[config.mk]
export PLATFORM = sky130hd
export DESIGN_NAME = udma_hyper_tx_sched
export DESIGN_NICKNAME = d
export VERILOG_FILES = /design/src/rtl/udma_hyper_pkg.sv /design/src/rtl/udma_hyper_burst_calc.sv /design/src/rtl/udma_hyper_tx_sched.sv
export SDC_FILE = /design/constraint.sdc
export NUM_CORES = 1
export LEC_CHECK = 0
export ABC_AREA = 0
export CORE_MARGIN = 1.5
export CORE_UTILIZATION = 35
export CTS_CLUSTER_SIZE = 25
export DETAILED_ROUTE_END_ITERATION = 8
export GPL_ROUTABILITY_DRIVEN = 0
export PLACE_DENSITY = 0.65
export SLEW_MARGIN = 10
export SYNTH_ARGS = -nofsm -noshare
export SYNTH_HDL_FRONTEND = slang
export SYNTH_SLANG_ARGS = --single-unit
[constraint.sdc]
create_clock -name clk_i -period 8.1 [get_ports clk_i]
set_clock_uncertainty 0.2 [all_clocks]
set_input_delay 1.62 -clock clk_i [delete_from_list [all_inputs] [get_ports clk_i]]
set_output_delay 1.62 -clock clk_i [all_outputs]
set_load 0.01 [all_outputs]
[src/rtl/udma_hyper_pkg.sv]
// Shared types and constants for the HyperBus TX transaction scheduler.
package udma_hyper_pkg;

    typedef enum logic [1:0] {
        IDLE  = 2'd0,
        ISSUE = 2'd1,
        DATA  = 2'd2
    } sched_state_e;

    localparam logic [1:0]  MEM_SEL_32B   = 2'b11;
    localparam int unsigned BEAT_BYTES_32 = 4;
    localparam int unsigned BEAT_BYTES_16 = 2;

endpackage

[src/rtl/udma_hyper_burst_calc.sv]
// Combinational burst sizing: clips the remaining transfer so a burst never
// crosses a BURST_MAX-byte boundary.
module udma_hyper_burst_calc #(
    parameter int unsigned TRANS_SIZE = 16,
    parameter int unsigned BURST_MAX  = 512
) (
    input  logic [31:0]           addr_i,
    input  logic [TRANS_SIZE-1:0] size_left_i,
    output logic [TRANS_SIZE-1:0] burst_o,
    output logic                  odd_o
);

    localparam logic [31:0] BMAX = 32'(BURST_MAX);

    logic [31:0] offset;
    logic [31:0] room;
    logic [31:0] size_ext;

    assign offset   = addr_i & (BMAX - 32'd1);
    assign room     = BMAX - offset;
    assign size_ext = 32'(size_left_i);
    assign burst_o  = (size_ext < room) ? size_left_i : room[TRANS_SIZE-1:0];
    assign odd_o    = addr_i[0];

endmodule

[src/rtl/udma_hyper_tx_sched.sv]
// Round-robin scheduler for two uDMA TX requesters; splits each transfer into
// boundary-aligned PHY bursts and tracks data beats to sequence them.
module udma_hyper_tx_sched
    import udma_hyper_pkg::*;
#(
    parameter int unsigned TRANS_SIZE = 16,
    parameter int unsigned BURST_MAX  = 512
) (
    input  logic                       clk_i,
    input  logic                       rst_ni,
    input  logic [1:0]                 req_valid_i,
    output logic [1:0]                 req_ready_o,
    input  logic [1:0][31:0]           req_addr_i,
    input  logic [1:0][TRANS_SIZE-1:0] req_size_i,
    input  logic [1:0][1:0]            req_mem_sel_i,
    input  logic [1:0]                 req_addr_space_i,
    output logic                       phy_trans_valid_o,
    input  logic                       phy_trans_ready_i,
    output logic [31:0]                phy_addr_o,
    output logic [TRANS_SIZE-1:0]      phy_burst_o,
    output logic [1:0]                 mem_sel_o,
    output logic                       addr_space_o,
    output logic                       trans_handshake_o,
    output logic [TRANS_SIZE-1:0]      remained_data_o,
    output logic                       odd_saaddr_o,
    input  logic                       tx_beat_i,
    output logic                       grant_o,
    output logic                       busy_o,
    output logic                       done_o
);

    sched_state_e          state_q, state_d;
    logic                  rr_q, rr_d;
    logic                  grant_q, grant_d;
    logic                  gnt;
    logic [31:0]           addr_q, addr_d;
    logic [TRANS_SIZE-1:0] size_q, size_d;
    logic [TRANS_SIZE-1:0] remained_q, remained_d;
    logic [TRANS_SIZE-1:0] burst;
    logic [TRANS_SIZE-1:0] beat;
    logic [1:0]            mem_sel_q, mem_sel_d;
    logic                  space_q, space_d;
    logic                  done_q, done_d;
    logic                  odd;

    udma_hyper_burst_calc #(
        .TRANS_SIZE (TRANS_SIZE),
        .BURST_MAX  (BURST_MAX)
    ) i_burst_calc (
        .addr_i      (addr_q),
        .size_left_i (size_q),
        .burst_o     (burst),
        .odd_o       (odd)
    );

    // A lone requester wins outright; with both pending the pointer decides.
    assign gnt  = req_valid_i[1] & (~req_valid_i[0] | rr_q);
    assign beat = (mem_sel_q == MEM_SEL_32B) ? TRANS_SIZE'(BEAT_BYTES_32)
                                             : TRANS_SIZE'(BEAT_BYTES_16);

    always_comb begin
        state_d           = state_q;
        rr_d              = rr_q;
        grant_d           = grant_q;
        addr_d            = addr_q;
        size_d            = size_q;
        remained_d        = remained_q;
        mem_sel_d         = mem_sel_q;
        space_d           = space_q;
        done_d            = 1'b0;
        req_ready_o       = 2'b00;
        phy_trans_valid_o = 1'b0;

        case (state_q)
            IDLE: begin
                if (|req_valid_i) begin
                    req_ready_o[gnt] = 1'b1;
                    rr_d             = ~gnt;
                    grant_d          = gnt;
                    addr_d           = req_addr_i[gnt];
                    size_d           = req_size_i[gnt];
                    mem_sel_d        = req_mem_sel_i[gnt];
                    space_d          = req_addr_space_i[gnt];
                    if (req_size_i[gnt] == '0) begin
                        done_d = 1'b1;
                    end else begin
                        state_d = ISSUE;
                    end
                end
            end
            ISSUE: begin
                phy_trans_valid_o = 1'b1;
                if (phy_trans_ready_i) begin
                    remained_d = burst;
                    state_d    = DATA;
                end
            end
            DATA: begin
                // The last beat of a burst may carry padding, so it clears the count.
                if (tx_beat_i) begin
                    if (remained_q <= beat) begin
                        remained_d = '0;
                        addr_d     = addr_q + 32'(burst);
                        size_d     = size_q - burst;
                        if (size_q == burst) begin
                            done_d  = 1'b1;
                            state_d = IDLE;
                        end else begin
                            state_d = ISSUE;
                        end
                    end else begin
                        remained_d = remained_q - beat;
                    end
                end
            end
            default: state_d = IDLE;
        endcase
    end

    always_ff @(posedge clk_i or negedge rst_ni) begin
        if (!rst_ni) begin
            state_q    <= IDLE;
            rr_q       <= 1'b0;
            grant_q    <= 1'b0;
            addr_q     <= '0;
            size_q     <= '0;
            remained_q <= '0;
            mem_sel_q  <= 2'b00;
            space_q    <= 1'b0;
            done_q     <= 1'b0;
        end else begin
            state_q    <= state_d;
            rr_q       <= rr_d;
            grant_q    <= grant_d;
            addr_q     <= addr_d;
            size_q     <= size_d;
            remained_q <= remained_d;
            mem_sel_q  <= mem_sel_d;
            space_q    <= space_d;
            done_q     <= done_d;
        end
    end

    assign phy_addr_o        = addr_q;
    assign phy_burst_o       = burst;
    assign odd_saaddr_o      = odd;
    assign mem_sel_o         = mem_sel_q;
    assign addr_space_o      = space_q;
    assign trans_handshake_o = phy_trans_valid_o & phy_trans_ready_i;
    assign remained_data_o   = remained_q;
    assign grant_o           = grant_q;
    assign busy_o            = (state_q != IDLE);
    assign done_o            = done_q;

endmodule

==> summary.txt, run 1 <==
Count of different cell masters after synthesis - 72
Cell mode on critical path - inv_1
Postcts setup bufs - 0
Fraction of registers with async set/reset - 100.0%
Max-cap violation count - 0
Hold depth - 1
Synth Register Bits - 72
Clock Pin Slew Worst Setup and Hold Paths - 0.06 ns
Ports - 183
DPL Wire Length - 16.27 mm
Initial Utilization - 36.00%
Drt pass-1 iters - 5
PD cells - 464.3 nW/um^2
Row count - 48
Overall Global Routing Usage - 24.17%
Hold Crit Class - reg -> reg
Number of flops mapped to enable cells by yosys - 0
Chip Width - 136.8 um
CTS tree - built
CP Cell Sequence - or3_1 > or2_2 > nor4_1 > xnor2_1 > inv_1 > ha_1 > nand4_1 > o31a_1 > o211ai_1 > mux2i_1 > inv_1 > clkdlybuf4s50_1
FF-to-FF path depth - 19
Syn-to-layout area delta - 36.10%
Antenna-violating nets left - 0
Compound-Gate Fraction of Synth Area - 24.47%
Critical path class - reg -> out
Post-synth top cells - 140 x nand2_1, 77 x a21oi_1, 72 x dfrtp_1
Setup violators final - 0
Avg Inst Size Synth - 7.545 um^2
Initial antenna violation count - 2
Power Total - 3.962 mW
Final setup TNS - 0 ns
Most frequent cell after synthesis - nand2_1
Hold Vio Cnt, Final - 0
Worst-Skew Late Latency - 0.35 ns
Final Critical Period - 6.499 ns
CTS Buf Count - 9
Overflow after GRT - 0
Top area cells in the synthesized netlist - dfrtp_1 29%, nand2_1 8.4%, ha_1 7.6%, a21oi_1 6.1%, o21ai_0 4.9%
Area of the multi-input gates - 4161 um^2
Synth top area share - 28.74%
Sequential cell area fraction in the yosys report - 28.74%
Fill cells - 1755
CTS sink count - 72
Multiplexer area fraction after synthesis - 3.233%
Run status - finished clean
Vias/cell - 5.562
Synth Area in Simple Gates - 25.82%
Final Cycle Share - 80.23%
Share of layout cells above drive strength 1 - 4.129%
Synth Area in Adders - 8.541%
Die Y - 136.8 um
Setup ws final - 1.601 ns
Largest family of logic cells by synthesized area - simple AND/OR/NAND/NOR gates
Worst Setup Start Kind - flip-flop
H-Tree Depth - 3
Root buf cell - clkbuf_16
Worst Tran Pin Value - 1.092 ns
Pre-CTS setup slack - 1.832 ns
Vias in the first global route - 6464
DRC Markers - 0
Final nets - 1139
CTS Buffer Depth - 2
Global-route wire length before repair - 34.85 mm
Vias - 6780
Critical path arrival - 4.68 ns
Max stage delay on crit path - 0.86 ns
Crit Path Max Fanout - 10
Maximum VDD drop - 0.2098 mV
Most used DFF post-synth - dfrtp_1
Largest area contributor in the netlist - dfrtp_1
P_leak - 3.632 nW
Crit path required time - 6.28 ns
Mapped cell area - 6270 um^2
Post-Syn Instances - 831
Reg area - 1802 um^2
Yosys warns - 0
Hold buffer count at cts - 0
Die footprint - 18730 um^2
Number of port buffers - 176
Post-cts resize count - 0
Wire length per cell - 18.01 um
Total routed wirelength - 21.96 mm
CP max-delay cell - o211ai_1
Unrepaired setup endpoints after global routing - false
First DRT Iteration DRCs - 486
Max Slew Vio Count - 0
CORE AREA - 17420 um^2
Worst Setup End Kind - primary output
Largest net degree at the start of global routing - 73
Post-Synth XOR/XNOR Area - 3.213%
Highest clock rate - 153.9 MHz
Slew margin rel. - 26.88%
==> through the flow <==
stage,cells,hold slack (ns),util [%],cell area [um^2]
5_1_grt,1218,0.3324,48.98,8531
3_3_place_gp,1204,0.2642,47.12,8207
6_report,1219,0.2877,48.99,8533
4_1_cts,1218,0.2890,48.98,8531
3_5_place_dp,1204,0.2754,47.12,8207
2_1_floorplan,842,0.2809,-,6311
==> state kept, by name, indices dropped and copies added, names as in the netlist <==
register	flops
remained_data_o	16
state_q	2
addr_space_o	1
size_q	16
grant_o	1
done_o	1
rr_q	1
mem_sel_o	2
phy_addr_o	32
==> final cells by class <==
| class | count | area share, % |
|---|---|---|
| multi-input combinational | 685 | 48.77 |
| timing repair buffer | 184 | 21.32 |
| sequential | 72 | 21.11 |
| tap | 225 | 3.299 |
| clock buffer | 10 | 2.683 |
| inverter | 38 | 1.672 |
| clock inverter | 4 | 1.114 |
| antenna | 1 | 0.02933 |
==> worst max-delay path, delay by kind of cell, from the launching register on <==
family | cells | cell delay [ns]
AO/OA/AOI/OAI | 2 | 1.16
AND/OR/NAND/NOR | 4 | 1.05
buffers and inverters | 3 | 0.72
multiplexers | 1 | 0.50
flip-flops | 1 | 0.43
adder cells (fa/ha/maj) | 1 | 0.29
XOR/XNOR | 1 | 0.20
==> layout by cell type (no fill, tap or decap), types with 10 or more instances in the layout <==
| cell | n |
|---|---|
| a21oi_1 | 77 |
| mux2i_1 | 18 |
| o211ai_1 | 17 |
| a211oi_1 | 13 |
| clkdlybuf4s50_1 | 175 |
| nand3_1 | 37 |
| inv_1 | 38 |
| dfrtp_1 | 72 |
| ha_1 | 38 |
| nand4_1 | 17 |
| nand2_1 | 140 |
| nand2b_1 | 10 |
| conb_1 | 12 |
| nor3_1 | 30 |
| nor2_1 | 58 |
| xnor2_1 | 17 |
| o21ai_0 | 61 |
==> cells by family after synthesis <==
group,count (synthesis)
and+or+nand+nor,344
other,1
buffers and inverters,85
muxes,20
adders and majority gates,41
DFF,72
AOI/OAI and AO/OA,245
xor gates and xnor gates,23
==> metal layers <==
layer,share of wire [%],global-route usage [%],up-vias
li1,-,-,3315
met3,8.6,5.741,30
met2,45,37.33,300
met5,0,0,-
met4,2.1,8.538,0
met1,44,32.96,3135
==> report_power, final <==
| part | switching, mW | internal (mW) |
|---|---|---|
| combinational | 1.55 | 1.20 |
| clock | 0.157 | 0.297 |
| sequential | 0.229 | 0.528 |
==> worst paths after layout <==
check / slack (ns) / start / end
max in group asynchronous: 5.82 / rst_ni / phy_addr_o[2]$_DFFE_PN0P_
hold reg to reg: 0.29 / grant_o$_DFFE_PN0P_ / grant_o$_DFFE_PN0P_
setup / recovery: 1.60 / phy_addr_o[3]$_DFFE_PN0P_ / phy_burst_o[9]
setup reg to reg: 1.74 / phy_addr_o[3]$_DFFE_PN0P_ / phy_addr_o[30]$_DFFE_PN0P_
min in group asynchronous: 1.21 / rst_ni / remained_data_o[15]$_DFFE_PN0P_
hold / removal: 0.29 / grant_o$_DFFE_PN0P_ / grant_o$_DFFE_PN0P_
Note: power is estimated with default switching activity, not from simulation.
==> run 2: changes to the inputs <==
clock period = 6.6 ns   (was 8.1 ns; I/O delays follow)
==> run 2 against run 1 <==
  * Worst setup slack lost 1.0 ns
  * Register-to-register slack got worse by 1.1 ns
  * Via count shrank 0.87%
  * Design area shrank 0.37%
  * Critical path type is now reg -> reg
  * Largest cell class unchanged
==> summary.txt, run 2 (synthesis gave the netlist of run 1 again) <==
Post-cts resize count - 0 (unchanged)
DPL Wire Length - 16.31 mm (+0.29%)
WHS - 0.2761 ns (-0.01160 ns)
Clock Pin Slew Worst Setup and Hold Paths - 0.06 ns (about the same)
Hold Path Sink - grant_o$_DFFE_PN0P_
Final Cycle Share - 90.87%
PD cells - 564.9 nW/um^2 (+22%)
P_leak - 3.623 nW (-0.26%)
Placed Instances - 1205 (+0.083%)
Hold depth - 1 (unchanged)
Vias/cell - 5.505 (-1.0%)
Share of layout cells above drive strength 1 - 4.518% (+0.39 points)
Pre-CTS setup slack - 0.6702 ns (-1.162 ns)
Hold Vio Cnt, Final - 0 (unchanged)
Final core utilization - 48.81% (-0.18 points)
Antenna Cells - 0 (-1)
Antenna-violating nets left - 0 (unchanged)
Wire length per cell - 17.83 um (-1.0%)
Worst-Skew Late Latency - 0.35 ns (about the same)
Total routed wirelength - 21.77 mm (-0.87%)
Worst R2R Start - phy_addr_o[3]$_DFFE_PN0P_
Max-cap violation count - 0 (unchanged)
CTS Buf Count - 9 (unchanged)
Run status - finished clean
Fill cells - 1747 (-0.46%)
Initial Utilization - 36.00% (unchanged)
CTS Buffer Depth - 2 (unchanged)
Setup ws final - 0.6026 ns (-0.9983 ns)
Worst Setup Start Kind - flip-flop
Row count - 48 (unchanged)
Hold buffer count at cts - 0 (unchanged)
Largest net degree at the start of global routing - 73 (unchanged)
CTS sink count - 72 (unchanged)
Post-route insts no fill - 1221 (+0.16%)
Commonest non-fill, non-tap cells in the layout - 175 x clkdlybuf4s50_1, 140 x nand2_1, 77 x a21oi_1, 72 x dfrtp_1, 61 x o21ai_0
Unrepaired setup endpoints after global routing - false
FF-to-FF path depth - 20 (+1)
Critical path arrival - 6.06 ns (+1.38 ns)
Worst reg2reg setup slack - 0.60 ns (-1.14 ns)
Number of port buffers - 176 (unchanged)
CORE AREA - 17420 um^2 (unchanged)
Final setup TNS - 0 ns (unchanged)
Ports - 183 (unchanged)
Final Critical Period - 5.997 ns
Initial antenna violation count - 0 (-2)
Post-DP Area - 8214 um^2 (about the same)
First DRT Iteration DRCs - 396 (-19%)
Chip Width - 136.8 um (unchanged)
Worst Tran Pin Value - 0.9874 ns (-0.1046 ns)
Area of the multi-input gates - 4161 um^2 (unchanged)
Post-layout instance area - 8502 um^2 (-0.37%)
RR Endpoint - phy_addr_o[26]$_DFFE_PN0P_
Setup violators final - 0 (unchanged)
Reg area - 1802 um^2 (unchanged)
Hold path start - grant_o$_DFFE_PN0P_
Power Total - 4.803 mW (+21%)
Drt pass-1 iters - 5 (unchanged)
Postcts setup bufs - 0 (unchanged)
Max reg flops - 32 (unchanged)
Max Slew Vio Count - 0 (unchanged)
Critical path class - reg -> reg
Vias - 6721 (-0.87%)
CTS tree - built
Commonest non-fill, non-tap cell in the layout - clkdlybuf4s50_1
Die Y - 136.8 um (unchanged)
Maximum VDD drop - 0.2365 mV (+13%)
Root buf cell - clkbuf_16
Worst Setup End Kind - flip-flop
Global-route wire length before repair - 34.69 mm (-0.45%)
Overflow after GRT - 0 (unchanged)
Overall Global Routing Usage - 24.06% (-0.11 points)
Hold Crit Class - reg -> reg
Vias in the first global route - 6481 (+0.26%)
H-Tree Depth - 3 (unchanged)
DRC Markers - 0 (unchanged)
Final nets - 1140 (+0.088%)
Highest clock rate - 166.7 MHz
Crit path required time - 6.66 ns (+0.38 ns)
Syn-to-layout area delta - 35.60%
Die footprint - 18730 um^2 (unchanged)
Crit Path Max Fanout - 10 (unchanged)
Slew margin rel. - 34.17% (+7.3 points)
-- run 2: cell count changes in the layout (fill, tap and decap cells not counted) --
cell and change:
buf_4 +1, bufinv_16 -2, clkbuf_1 -1, clkinv_2 +4
clkinvlp_4 +1, diode_2 -1
-- run 2: area by class of cell --
type | count | share of cell area (%)
Sequential cell | 72 | 21.19
Timing Repair Buffer | 185 | 21.49
Clock inverter | 7 | 0.7358
Inverter | 38 | 1.678
Clock buffer | 9 | 2.649
Multi-Input combinational cell | 685 | 48.95
Tap cell | 225 | 3.311
-- run 2: worst max-delay path by stage --
stage / cells after the start / slack (ns) / to / startpoint
after floorplan: 20 / 1.31 / phy_addr_o[26]$_DFFE_PN0P_ / phy_addr_o[3]$_DFFE_PN0P_
after global placement: 20 / 0.82 / phy_addr_o[26]$_DFFE_PN0P_ / phy_addr_o[3]$_DFFE_PN0P_
after detailed placement: 20 / 0.67 / phy_addr_o[26]$_DFFE_PN0P_ / phy_addr_o[3]$_DFFE_PN0P_
after CTS: 20 / 0.65 / phy_addr_o[26]$_DFFE_PN0P_ / phy_addr_o[3]$_DFFE_PN0P_
after global routing: 20 / 0.25 / phy_addr_o[30]$_DFFE_PN0P_ / phy_addr_o[3]$_DFFE_PN0P_
final: 20 / 0.60 / phy_addr_o[26]$_DFFE_PN0P_ / phy_addr_o[3]$_DFFE_PN0P_
-- run 2: critical path, cell delays in order, from the launching register on --
cell	delay, ns
dfrtp_1	0.44
or3_1	0.41
or2_2	0.31
nor4_1	0.25
xnor2_1	0.19
inv_1	0.07
ha_1	0.29
nand4_1	0.10
o31a_1	0.31
o211ai_1	0.15
buf_4	0.24
mux2i_1	0.52
inv_1	0.16
ha_1	0.43
and4_1	0.25
and3_1	0.22
nand4_1	0.16
a31oi_1	0.42
o21ai_2	0.19
or4_1	0.51
o211ai_1	0.10
-- run 2: where the power goes --
part	leakage, nW	switching [mW]	internal [mW]	total (mW)
clock network	0.145	0.201	0.289	0.490
logic	2.61	1.91	1.47	3.39
registers	0.872	0.279	0.648	0.927
total	3.62	2.39	2.41	4.80
-- run 2: per-layer routing --
layer / part of all wire, % / vias to the layer above / GRT usage (%)
li1: - / 3306 / -
met1: 44 / 3136 / 32.17
met2: 46 / 247 / 38.30
met3: 7.2 / 32 / 5.222
met4: 2.3 / 0 / 8.421
met5: 0 / - / 0
